`src/rtl/cdc_xfer_arbiter.sv`:
```
// Round-robin arbiter sharing one toggle-handshake CDC channel among requesters.
// Launches a held word with a request toggle and waits for the synchronized ack.
module cdc_xfer_arbiter #(
  parameter int NUM_REQ     = 4,
  parameter int DATA_W      = 8,
  parameter int SYNC_STAGES = 2,
  parameter int TIMEOUT     = 64
) (
  input  logic                       clk,
  input  logic                       rst_n,
  input  logic [NUM_REQ-1:0]         req_valid,
  input  logic [NUM_REQ*DATA_W-1:0]  req_data,
  output logic [NUM_REQ-1:0]         req_done,
  output logic [NUM_REQ-1:0]         req_err,
  output logic [$clog2(NUM_REQ)-1:0] grant_id,
  output logic                       busy,
  output logic [DATA_W-1:0]          xfer_data,
  output logic                       xfer_toggle,
  input  logic                       ack_toggle_async
);

  localparam int GW = $clog2(NUM_REQ);
  localparam int TW = (TIMEOUT > 1) ? $clog2(TIMEOUT) : 1;
  localparam logic [TW-1:0] TMAX =
    TW'((TIMEOUT == 0) ? 0 : TIMEOUT - 1);

  typedef enum logic [2:0] {
    IDLE, LAUNCH, WAIT_ACK, DONE, ERR, DRAIN
  } state_t;

  state_t                 state_q;
  logic [GW-1:0]          grant_id_q;
  logic [GW-1:0]          ptr_q;
  logic [DATA_W-1:0]      data_q;
  logic                   tog_q;
  logic [TW-1:0]          timer_q;
  logic [SYNC_STAGES-1:0] sync_q;

  logic [GW-1:0]          gnt_d;
  logic [GW-1:0]          ptr_d;
  logic [GW-1:0]          idx;
  logic                   found;
  logic                   ack_sync;
  logic                   ack_match;
  logic [NUM_REQ-1:0]     gnt_oh;

  assign ack_sync  = sync_q[SYNC_STAGES-1];
  assign ack_match = (ack_sync == tog_q);

  // First requester at or above the pointer, wrapping around.
  always_comb begin
    gnt_d = ptr_q;
    found = 1'b0;
    idx   = '0;
    for (int k = 0; k < NUM_REQ; k++) begin
      idx = GW'((int'(ptr_q) + k) % NUM_REQ);
      if (!found && req_valid[idx]) begin
        gnt_d = idx;
        found = 1'b1;
      end
    end
  end

  assign ptr_d = (grant_id_q == GW'(NUM_REQ - 1)) ?
                 '0 : grant_id_q + 1'b1;

  always_ff @(posedge clk or negedge rst_n) begin
    if (!rst_n) begin
      state_q    <= IDLE;
      grant_id_q <= '0;
      ptr_q      <= '0;
      data_q     <= '0;
      tog_q      <= 1'b0;
      timer_q    <= '0;
      sync_q     <= '0;
    end else begin
      sync_q <= {sync_q[SYNC_STAGES-2:0], ack_toggle_async};
      unique case (state_q)
        IDLE: begin
          if (found) begin
            data_q     <= req_data[gnt_d*DATA_W +: DATA_W];
            grant_id_q <= gnt_d;
            state_q    <= LAUNCH;
          end
        end
        LAUNCH: begin
          tog_q   <= ~tog_q;
          timer_q <= '0;
          state_q <= WAIT_ACK;
        end
        WAIT_ACK: begin
          if (ack_match) begin
            state_q <= DONE;
          end else if (TIMEOUT != 0 && timer_q == TMAX) begin
            state_q <= ERR;
          end else begin
            timer_q <= timer_q + 1'b1;
          end
        end
        DONE: begin
          ptr_q   <= ptr_d;
          state_q <= IDLE;
        end
        ERR: begin
          ptr_q   <= ptr_d;
          state_q <= DRAIN;
        end
        DRAIN: begin
          if (ack_match) state_q <= IDLE;
        end
        default: state_q <= IDLE;
      endcase
    end
  end

  assign gnt_oh      = {{(NUM_REQ-1){1'b0}}, 1'b1} << grant_id_q;
  assign req_done    = (state_q == DONE) ? gnt_oh : '0;
  assign req_err     = (state_q == ERR)  ? gnt_oh : '0;
  assign busy        = (state_q != IDLE);
  assign grant_id    = grant_id_q;
  assign xfer_data   = data_q;
  assign xfer_toggle = tog_q;

endmodule

```
`config.mk`:
```
export PLATFORM = sky130hd
export DESIGN_NAME = cdc_xfer_arbiter
export DESIGN_NICKNAME = d
export VERILOG_FILES = /design/src/rtl/cdc_xfer_arbiter.sv
export SDC_FILE = /design/constraint.sdc
export NUM_CORES = 1
export LEC_CHECK = 0
export CAP_MARGIN = 20
export CORE_MARGIN = 1.5
export CORE_UTILIZATION = 40
export DETAILED_ROUTE_END_ITERATION = 12
export HOLD_SLACK_MARGIN = 0.12
export PLACE_DENSITY = 0.74
export SYNTH_ARGS = -nofsm -noshare
export SYNTH_HDL_FRONTEND = slang
export SYNTH_SLANG_ARGS = --single-unit
```
`constraint.sdc`:
```
create_clock -name clk -period 3.15 [get_ports clk]
set_input_delay 0.315 -clock clk [delete_from_list [all_inputs] [get_ports clk]]
set_output_delay 0.315 -clock clk [all_outputs]
set_load 0.02 [all_outputs]
```
# ---- Word level (Yosys, flattened, before mapping)
# Index checks and enable logic that the tools add are counted.
dict set report op_classes {
  add_sub_neg 5
  n_lt_le_gt_ge 4
  n_eq_ne 13
  n_shift 2
  muxes 26
  n_bitwise 1
  n_reduce_logical 13
}
# op count
set ops {}
lappend ops {{32-bit by 6-bit variable part select with 8-bit output} 1}
lappend ops {{3-bit case mux with 5 select lines} 1}
lappend ops {{2-bit by 3-bit < comparator with 1-bit output (second input constant)} 4}
lappend ops {{3-bit 2-to-1 mux} 4}
lappend ops {{6-bit 2-to-1 mux} 2}
lappend ops {{6-bit case mux with 2 select lines} 1}
lappend ops {{1-bit binary-select mux with 2-bit select} 4}
lappend ops {{1-bit 2-to-1 mux} 8}
lappend ops {{2-bit 2-to-1 mux} 4}
lappend ops {{4-bit 2-to-1 mux} 2}
lappend ops {{2-bit inequality test (second input constant)} 4}
lappend ops {{6-bit by 1-bit adder with 6-bit output (second input constant)} 1}
lappend ops {{3-bit by 2-bit == test with 1-bit output (second input constant)} 2}
lappend ops {{3-bit == test (second input constant)} 2}
lappend ops {{6-bit == test (second input constant)} 1}
lappend ops {{3-bit AND reduction} 2}
lappend ops {{2-bit by 1-bit adder with 2-bit output (second input constant)} 2}
lappend ops {{2-bit adder (second input constant)} 2}
lappend ops {{1-bit by 2-bit left shift with 4-bit output (first input constant)} 1}
lappend ops {{3-bit by 1-bit == test with 1-bit output (second input constant)} 1}
lappend ops {{1-bit logical AND} 3}
lappend ops {{1-bit zero test} 3}
lappend ops {{3-bit zero test} 1}
lappend ops {{3-bit inequality test (second input constant)} 1}
lappend ops {{7 further kinds} 7}
dict set report word_totals {
  register_bits 24
  wordCells 71
}

# ---- Logic depth before layout (Yosys ltp)
# Gate-level depths: netlist of the first run.
dict set report logic_depth {
  word_depth 14
  mapped_depth 8
  depth_no_buf 6
}

# ---- Worst setup path after synthesis of the first run
# OpenSTA, ideal clock, no wires.
dict set report synth_path {
  path_kind {reg2reg}
  from {register state_q[2]}
  to {register data_q[0] (netlist: xfer_data[0])}
  setup_ns 0.145
  arrival_ns 1.685
  required_ns 3.005
  setup_slack_ns 1.320
  stages_incl_launch_ff 6
  period_less_slack_ns 1.830
  cell_sequence {dfrtp_1 or3_4 or2_4 nor3_4 a21boi_1 a221oi_1}
}
dict set report synth_between {
  elab_chain_len 2
}
# item line_no
set synth_rtl {}
lappend synth_rtl {{start, declared} 31} ;# state_t state_q;
lappend synth_rtl {{start signal, assigned} 69} ;# state_q <= IDLE;
lappend synth_rtl {{start signal, assigned} 83} ;# state_q <= LAUNCH;
lappend synth_rtl {{start signal, assigned} 89} ;# state_q <= WAIT_ACK;
lappend synth_rtl {{3-bit zero test} 78} ;# unique case (state_q)
lappend synth_rtl {{2-bit AND reduction (no source line)} n/a}
lappend synth_rtl {{end signal, assigned} 81} ;# data_q <= req_data[gnt_d*DATA_W +: DATA_W];
lappend synth_rtl {{end, declared} 34} ;# logic [DATA_W-1:0] data_q;
# Every way passes these cells.
# A chain may end at the register's enable or synchronous reset.

# ---- Final worst setup path of the first run
dict set report layout_path {
  from {register state_q[1]}
  to {output req_err[1]}
}
dict set report layout_between {
  elab_chain_len 2
}
# item line_no
set layout_rtl {}
lappend layout_rtl {{3-bit == test} 118} ;# assign req_err = (state_q == ERR) ? gnt_oh : '0;
lappend layout_rtl {{4-bit 2-to-1 mux} 118}
lappend layout_rtl {{end, declared} 14} ;# output logic [NUM_REQ-1:0] req_err,
# Every way passes these cells.

==> results of run 1 <==
==> final cells by class <==
type | count | area, um^2
fillers | 334 | 1470
repair buffers | 59 | 596
multi-input cells | 116 | 842
well taps | 48 | 60.1
clock buffers | 4 | 55.1
inverters | 3 | 11.3
flip-flops and latches | 24 | 601
==> per-layer routing <==
layer  GRT usage (%)  wire length (um)
met2            31.6              1800
met1            21.9              1610
met4            8.78                70
met3            1.76               113
met5               0                 0
==> cells in the final DEF, fill, tap and decap left out, drive strengths merged, types with 3 or more instances in the layout <==
master | Yosys | routed
clkbuf | 2 | 4
xor2 | 4 | 4
nand2 | 11 | 11
mux2i | 15 | 15
a21oi | 3 | 3
nand2b | 3 | 3
a22o | 6 | 6
dfrtp | 24 | 24
clkdlybuf4s50 | 0 | 58
nor2b | 4 | 4
and2 | 4 | 4
a221oi | 8 | 8
nor2 | 19 | 19
and3 | 6 | 6
inv | 3 | 3
o21ai | 6 | 6
ha | 5 | 5
==> power by group through the flow <==
stage / registers, mW / logic [mW] / clock network, mW
detailed placement: 0.554 / 0.950 / 0
global route: 0.568 / 1.04 / 0.232
global placement: 0.548 / 0.925 / 0
finish: 0.547 / 0.955 / 0.210
floorplan: 0.580 / 0.611 / 0
CTS: 0.548 / 0.957 / 0.216
==> worst max-delay path by stage <==
stage	endpoint	cells past startpoint	slack, ps	from
final	req_err[1]	3	940	state_q[1]$_DFFE_PN0P_
after global routing	req_err[1]	3	820	state_q[1]$_DFFE_PN0P_
after CTS	req_err[1]	3	920	state_q[1]$_DFFE_PN0P_
after detailed placement	xfer_data[6]$_DFFE_PN0P_	6	810	req_valid[3]
after global placement	xfer_data[0]$_DFFE_PN0P_	6	910	req_valid[3]
after floorplan	xfer_data[0]$_DFFE_PN0P_	5	1320	state_q[2]$_DFFE_PN0P_
==> logic make-up after synthesis <==
family          count (synthesis)  synth area share (%)
simple gates                   56                  20.2
xor+xnor                        5                  2.92
mux                            16                  10.8
fa+ha+maj                       5                  4.17
buf+inv                         9                  3.84
flops                          24                  40.0
compound gates                 34                  18.1
==> flip-flops by register name (all words and copies together) (netlist names) <==
name,count
grant_id,2
ptr_q,2
state_q,3
sync_q,2
timer_q,6
xfer_data,8
xfer_toggle,1
==> through the flow <==
stage / setup slack [ps] / total power, mW / util [%] / hold WS [ps] / area (um^2)
global placement: 912 / 1.47 / 57.6 / 332 / 2090
global route: 823 / 1.84 / 59.6 / 369 / 2160
CTS: 920 / 1.72 / 59.2 / 367 / 2150
detailed placement: 811 / 1.50 / 57.6 / 350 / 2090
floorplan: 1320 / 1.19 / - / 19.4 / 1500
finish: 939 / 1.71 / 59.6 / 347 / 2160
==> results.py, run 1 <==
metrics = {
    "run_status": {
        "status": "finished clean",
    },
    "cts": {
        "cts.clk_slew.worst_paths_ps": 80,
        "post_cts_resized": 0,
        "clock_latency_ps": 270,
        "ctsHoldBuffers": 0,
        "cts_root_buf": "clkbuf_8",
        "cts_setup_buffers": 0,
        "numCtsBuffers": 3,
        "htree_levels": 1,
        "cts.sinks": 24,
        "cts_tree": "yes",
        "cts_buffer_depth": 2,
    },
    "global_routing": {
        "grt_overflow_total": 0,
        "grt_antenna_before_repair": 0,
        "grt_usage_pct": 18.0,
        "first_global_vias": 1292,
        "grt_pass1_wl_mm": 5.80,
        "grt_max_degree": 25,
    },
    "setup_path": {
        "crit_family": "buffers and inverters",
        "r2r_slack_ps": 1000,
        "crit_slowest_cell": "clkdlybuf4s50_1",
        "critPathCaptureType": "primary output",
        "crit_arrival_ps": 1900,
        "ff2ff_path_depth": 5,
        "r2r_end": "xfer_data[0]$_DFFE_PN0P_",
        "cp_cell_sequence": "nor2_1 > and3_1 > clkdlybuf4s50_1",
        "path_buf_inv": 1,
        "cp_max_fo": 12,
        "crit_path_max_incr_delay_ps": 600,
        "reg2reg_from": "state_q[2]$_DFFE_PN0P_",
        "critical_path_class": "reg -> out",
        "cp.required_ps": 2830,
        "start_kind": "register",
    },
    "place": {
        "dp_cells": 249,
        "hpwlAfterDp_mm": 2.79,
        "port-buffer-count": 58,
        "gp_congestion": 0.757,
    },
    "floorplan": {
        "num_rows": 22,
        "die_y_um": 64.2,
        "ios": 59,
        "start_util_pct": 41.3,
        "core_area_um2": 3630,
        "dieArea_um2": 4130,
        "die_x_um": 64.2,
    },
    "sta": {
        "grt_setup_unrepaired": "false",
        "slew_headroom_pct": 56.3,
        "finalHoldViolations": 0,
        "tns_ps": 0,
        "finalCritPeriodShare_pct": 70.2,
        "layout_min_cycle_time_ps": 2210,
        "worst_pin_slew_ps": 654,
        "final_max_slew_viol_count": 0,
        "clock.fmax_mhz": 452,
        "setup_viol": 0,
        "skew_ps": 1.34,
    },
    "synth": {
        "yosys_warnings": 0,
        "yosysUniqueCellTypes": 39,
        "ys_async_sr_fraction_pct": 100,
        "synth_top_cell_by_area": "dfrtp_1",
        "syn_nets": 193,
        "syn_area_um2": 1500,
        "synth-seq-cells": 24,
        "netlist_top_cells_area": "dfrtp_1 (40%), mux2i_1 (10%), a221oi_1 (4.7%), nor2_1 (4.5%), ha_1 (4.2%)",
        "ys.flop_type": "dfrtp_1",
        "synth_top_area_share_pct": 40.0,
        "synthCells": 149,
        "synth_seq_area_share_pct": 40.0,
        "yosys-top-cells-count": "dfrtp_1 (24), nor2_1 (18), mux2i_1 (15), nand2_1 (11), a221oi_1 (8)",
        "yosysMostFrequentCell": "dfrtp_1",
        "syn_area_per_cell_um2": 10.1,
        "synth_edf_count": 0,
    },
    "routing": {
        "via_count": 1352,
        "drt_wl_total_mm": 3.59,
        "drtIter0Drc": 37,
        "wl_per_cell_um": 14.1,
        "drcViolationCount": 0,
        "vias_per_cell": 5.32,
        "ant_nets": 0,
        "first_pass_iters": 4,
    },
    "run": {
        "cap_violations": 0,
    },
    "worst_hold_path": {
        "hold_class": "in -> async",
    },
    "cells_and_area": {
        "fin_nets": 251,
        "diodes": 0,
        "drive_gt1_share_pct": 6.80,
        "area_growth_pct": 44.3,
        "fin_cells": 254,
    },
    "pwr": {
        "vdd_drop_max_uv": 339,
        "comb_power_share_pct": 55.8,
        "clkPwrFrac_pct": 12.2,
        "p_leak_nw": 0.925,
        "power_density_nw_per_um2": 791,
        "p_sw_share_pct": 41.6,
        "seqPwrFrac_pct": 32.0,
        "switching_power_uw": 712,
        "p_int_uw": 1000,
    },
}
(Power assumes the default switching activity.)
==> run 2: changes to the inputs <==
==> constraint.sdc (replaced) <==
create_clock -name clk -period 2.1 [get_ports clk]
set_input_delay 0.21 -clock clk [delete_from_list [all_inputs] [get_ports clk]]
set_output_delay 0.21 -clock clk [all_outputs]
set_load 0.02 [all_outputs]
==> run 2 against run 1 <==
Total power rose by 60%. Core utilization rose by 2.3 points. Hold slack got worse by 56 ps. Critical path depth rose by 1. Clock skew rose by 5.2 ps. First-iteration DRC count rose by 84%.
==> results.py, run 2 (synthesis results as in run 1) <==
metrics = {
    "sta": {
        "setup_viol": 0,
        "finalCritPeriodShare_pct": 97.0,
        "worst_slack_ps": 62.6,
        "skew_ps": 6.52,
        "final_max_slew_viol_count": 0,
        "whs_ps": 291,
        "worst_pin_slew_ps": 679,
        "clock.fmax_mhz": 491,
        "finalHoldViolations": 0,
        "grt_setup_unrepaired": "false",
        "slew_headroom_pct": 54.6,
        "layout_min_cycle_time_ps": 2040,
        "tns_ps": 0,
    },
    "setup_path": {
        "critical_path_class": "reg -> out",
        "cp_max_fo": 7,
        "ff2ff_path_depth": 5,
        "cp.required_ps": 1890,
        "r2r_slack_ps": 120,
        "reg2reg_from": "state_q[1]$_DFFE_PN0P_",
        "r2r_end": "xfer_data[0]$_DFFE_PN0P_",
        "critPathCaptureType": "primary output",
        "crit_arrival_ps": 1830,
        "start_kind": "register",
    },
    "routing": {
        "drt_wl_total_mm": 3.87,
        "drcViolationCount": 0,
        "first_pass_iters": 4,
        "vias_per_cell": 5.51,
        "drtIter0Drc": 68,
        "via_count": 1427,
        "wl_per_cell_um": 14.9,
        "ant_nets": 0,
    },
    "worst_hold_path": {
        "hold_class": "in -> async",
    },
    "floorplan": {
        "die_y_um": 64.2,
        "num_rows": 22,
        "ios": 59,
        "die_x_um": 64.2,
        "start_util_pct": 41.3,
        "core_area_um2": 3630,
        "dieArea_um2": 4130,
    },
    "cells_and_area": {
        "fin_nets": 256,
        "final_util_pct": 61.8,
        "final_common_cell": "clkdlybuf4s50_1",
        "mostFrequentLayoutCells": "clkdlybuf4s50_1 (51), dfrtp_1 (22), nor2_1 (17)",
        "fin_cells": 259,
        "final-seq-area_um2": 603,
        "final_area_um2": 2250,
        "diodes": 0,
        "multi_input_area_um2": 858,
        "area_growth_pct": 49.8,
        "num-fill-cells": 319,
        "largest_reg_flops": 8,
        "drive_gt1_share_pct": 10.4,
    },
    "cts": {
        "ctsHoldBuffers": 0,
        "cts_setup_buffers": 0,
        "cts_buffer_depth": 2,
        "clock_latency_ps": 260,
        "cts.clk_slew.worst_paths_ps": 90,
        "cts_root_buf": "clkbuf_8",
        "numCtsBuffers": 3,
        "htree_levels": 1,
        "cts.sinks": 24,
        "cts_tree": "yes",
    },
    "pwr": {
        "vdd_drop_max_uv": 569,
        "power_density_nw_per_um2": 1220,
        "power_mw": 2.73,
        "p_leak_nw": 1.09,
    },
    "global_routing": {
        "grt_max_degree": 25,
        "grt_antenna_before_repair": 0,
        "grt_pass1_wl_mm": 5.84,
        "grt_usage_pct": 17.7,
        "first_global_vias": 1327,
        "grt_overflow_total": 0,
    },
    "run": {
        "cap_violations": 0,
    },
    "place": {
        "gp_congestion": 0.769,
        "hpwlAfterDp_mm": 2.90,
        "dp_slack_ps": -172,
        "dp_cells": 255,
        "place_area_um2": 2140,
        "port-buffer-count": 58,
    },
    "run_status": {
        "status": "finished clean",
    },
}
[run 2: cell count changes in the layout (fill, tap and decap cells not counted)]
cell and change:
clkbuf_8 -1, buf_8 -1, o221a_4 +1, buf_4 +6, dlymetal6s2s_1 +7, dfrtp_1 -2
clkdlybuf4s50_1 -7, o221a_2 -1, bufinv_16 +1, nor2_4 +1, dfrtp_2 +2, nor2_1 -1
[run 2: layer usage]
layer / GRT usage (%) / up-vias / wire (um)
met5: 0 / - / 0
met4: 5.32 / 0 / 54
met3: 2.64 / 5 / 170
met2: 32.6 / 46 / 2010
met1: 21.0 / 705 / 1630
li1: - / 671 / -
[run 2: final cells by class]
class | count | share of cell area, %
Tap cell | 48 | 2.67
Timing Repair Buffer | 64 | 28.6
Clock buffer | 3 | 1.84
Multi-Input combinational cell | 116 | 38.2
Inverter | 3 | 0.501
Sequential cell | 24 | 26.8
Clock inverter | 1 | 1.34
[run 2: repair_timing]
| action | 4_1_cts | 5_1_grt |
|---|---|---|
| gates cloned | 0 | 0 |
| setup endpoints to repair | 4 | 18 |
| resized for setup | 1 | 11 |
[run 2: critical path, stage by stage, from the launching register on]
cell             delay, ps
dfrtp_2                450
buf_4                  170
nor2_2                 180
and3_1                 170
clkdlybuf4s50_1        590
[run 2: worst max-delay path by stage]
stage | startpoint | end | slack [ps] | cells past startpoint
final | state_q[0]$_DFFE_PN0P_ | req_err[2] | 60 | 4
after global routing | state_q[0]$_DFFE_PN0P_ | req_err[2] | 2 | 4
after CTS | state_q[0]$_DFFE_PN0P_ | req_err[1] | 7 | 4
after detailed placement | req_valid[0] | xfer_data[3]$_DFFE_PN0P_ | -170 | 7
after global placement | req_valid[0] | xfer_data[0]$_DFFE_PN0P_ | -60 | 7
after floorplan | state_q[2]$_DFFE_PN0P_ | xfer_data[0]$_DFFE_PN0P_ | 270 | 5
[run 2: where the power goes]
group          internal, mW  switching (mW)  leakage, nW
combinational         0.723           0.778        0.760
clock                 0.255           0.146       0.0357
sequential            0.637           0.194        0.291
total                  1.61            1.12         1.09
==> run 3: changes to the inputs <==
--- a/config.mk
+++ b/config.mk
@@ -8,9 +8,11 @@
 export CAP_MARGIN = 20
 export CORE_MARGIN = 1.5
 export CORE_UTILIZATION = 40
+export CTS_CLUSTER_SIZE = 24
 export DETAILED_ROUTE_END_ITERATION = 12
 export HOLD_SLACK_MARGIN = 0.12
 export PLACE_DENSITY = 0.74
 export SYNTH_ARGS = -nofsm -noshare
 export SYNTH_HDL_FRONTEND = slang
 export SYNTH_SLANG_ARGS = --single-unit
+export TNS_END_PERCENT = 10
==> results of run 3 <==
No change in the layout: final DEF, timing and power equal those of run 2.
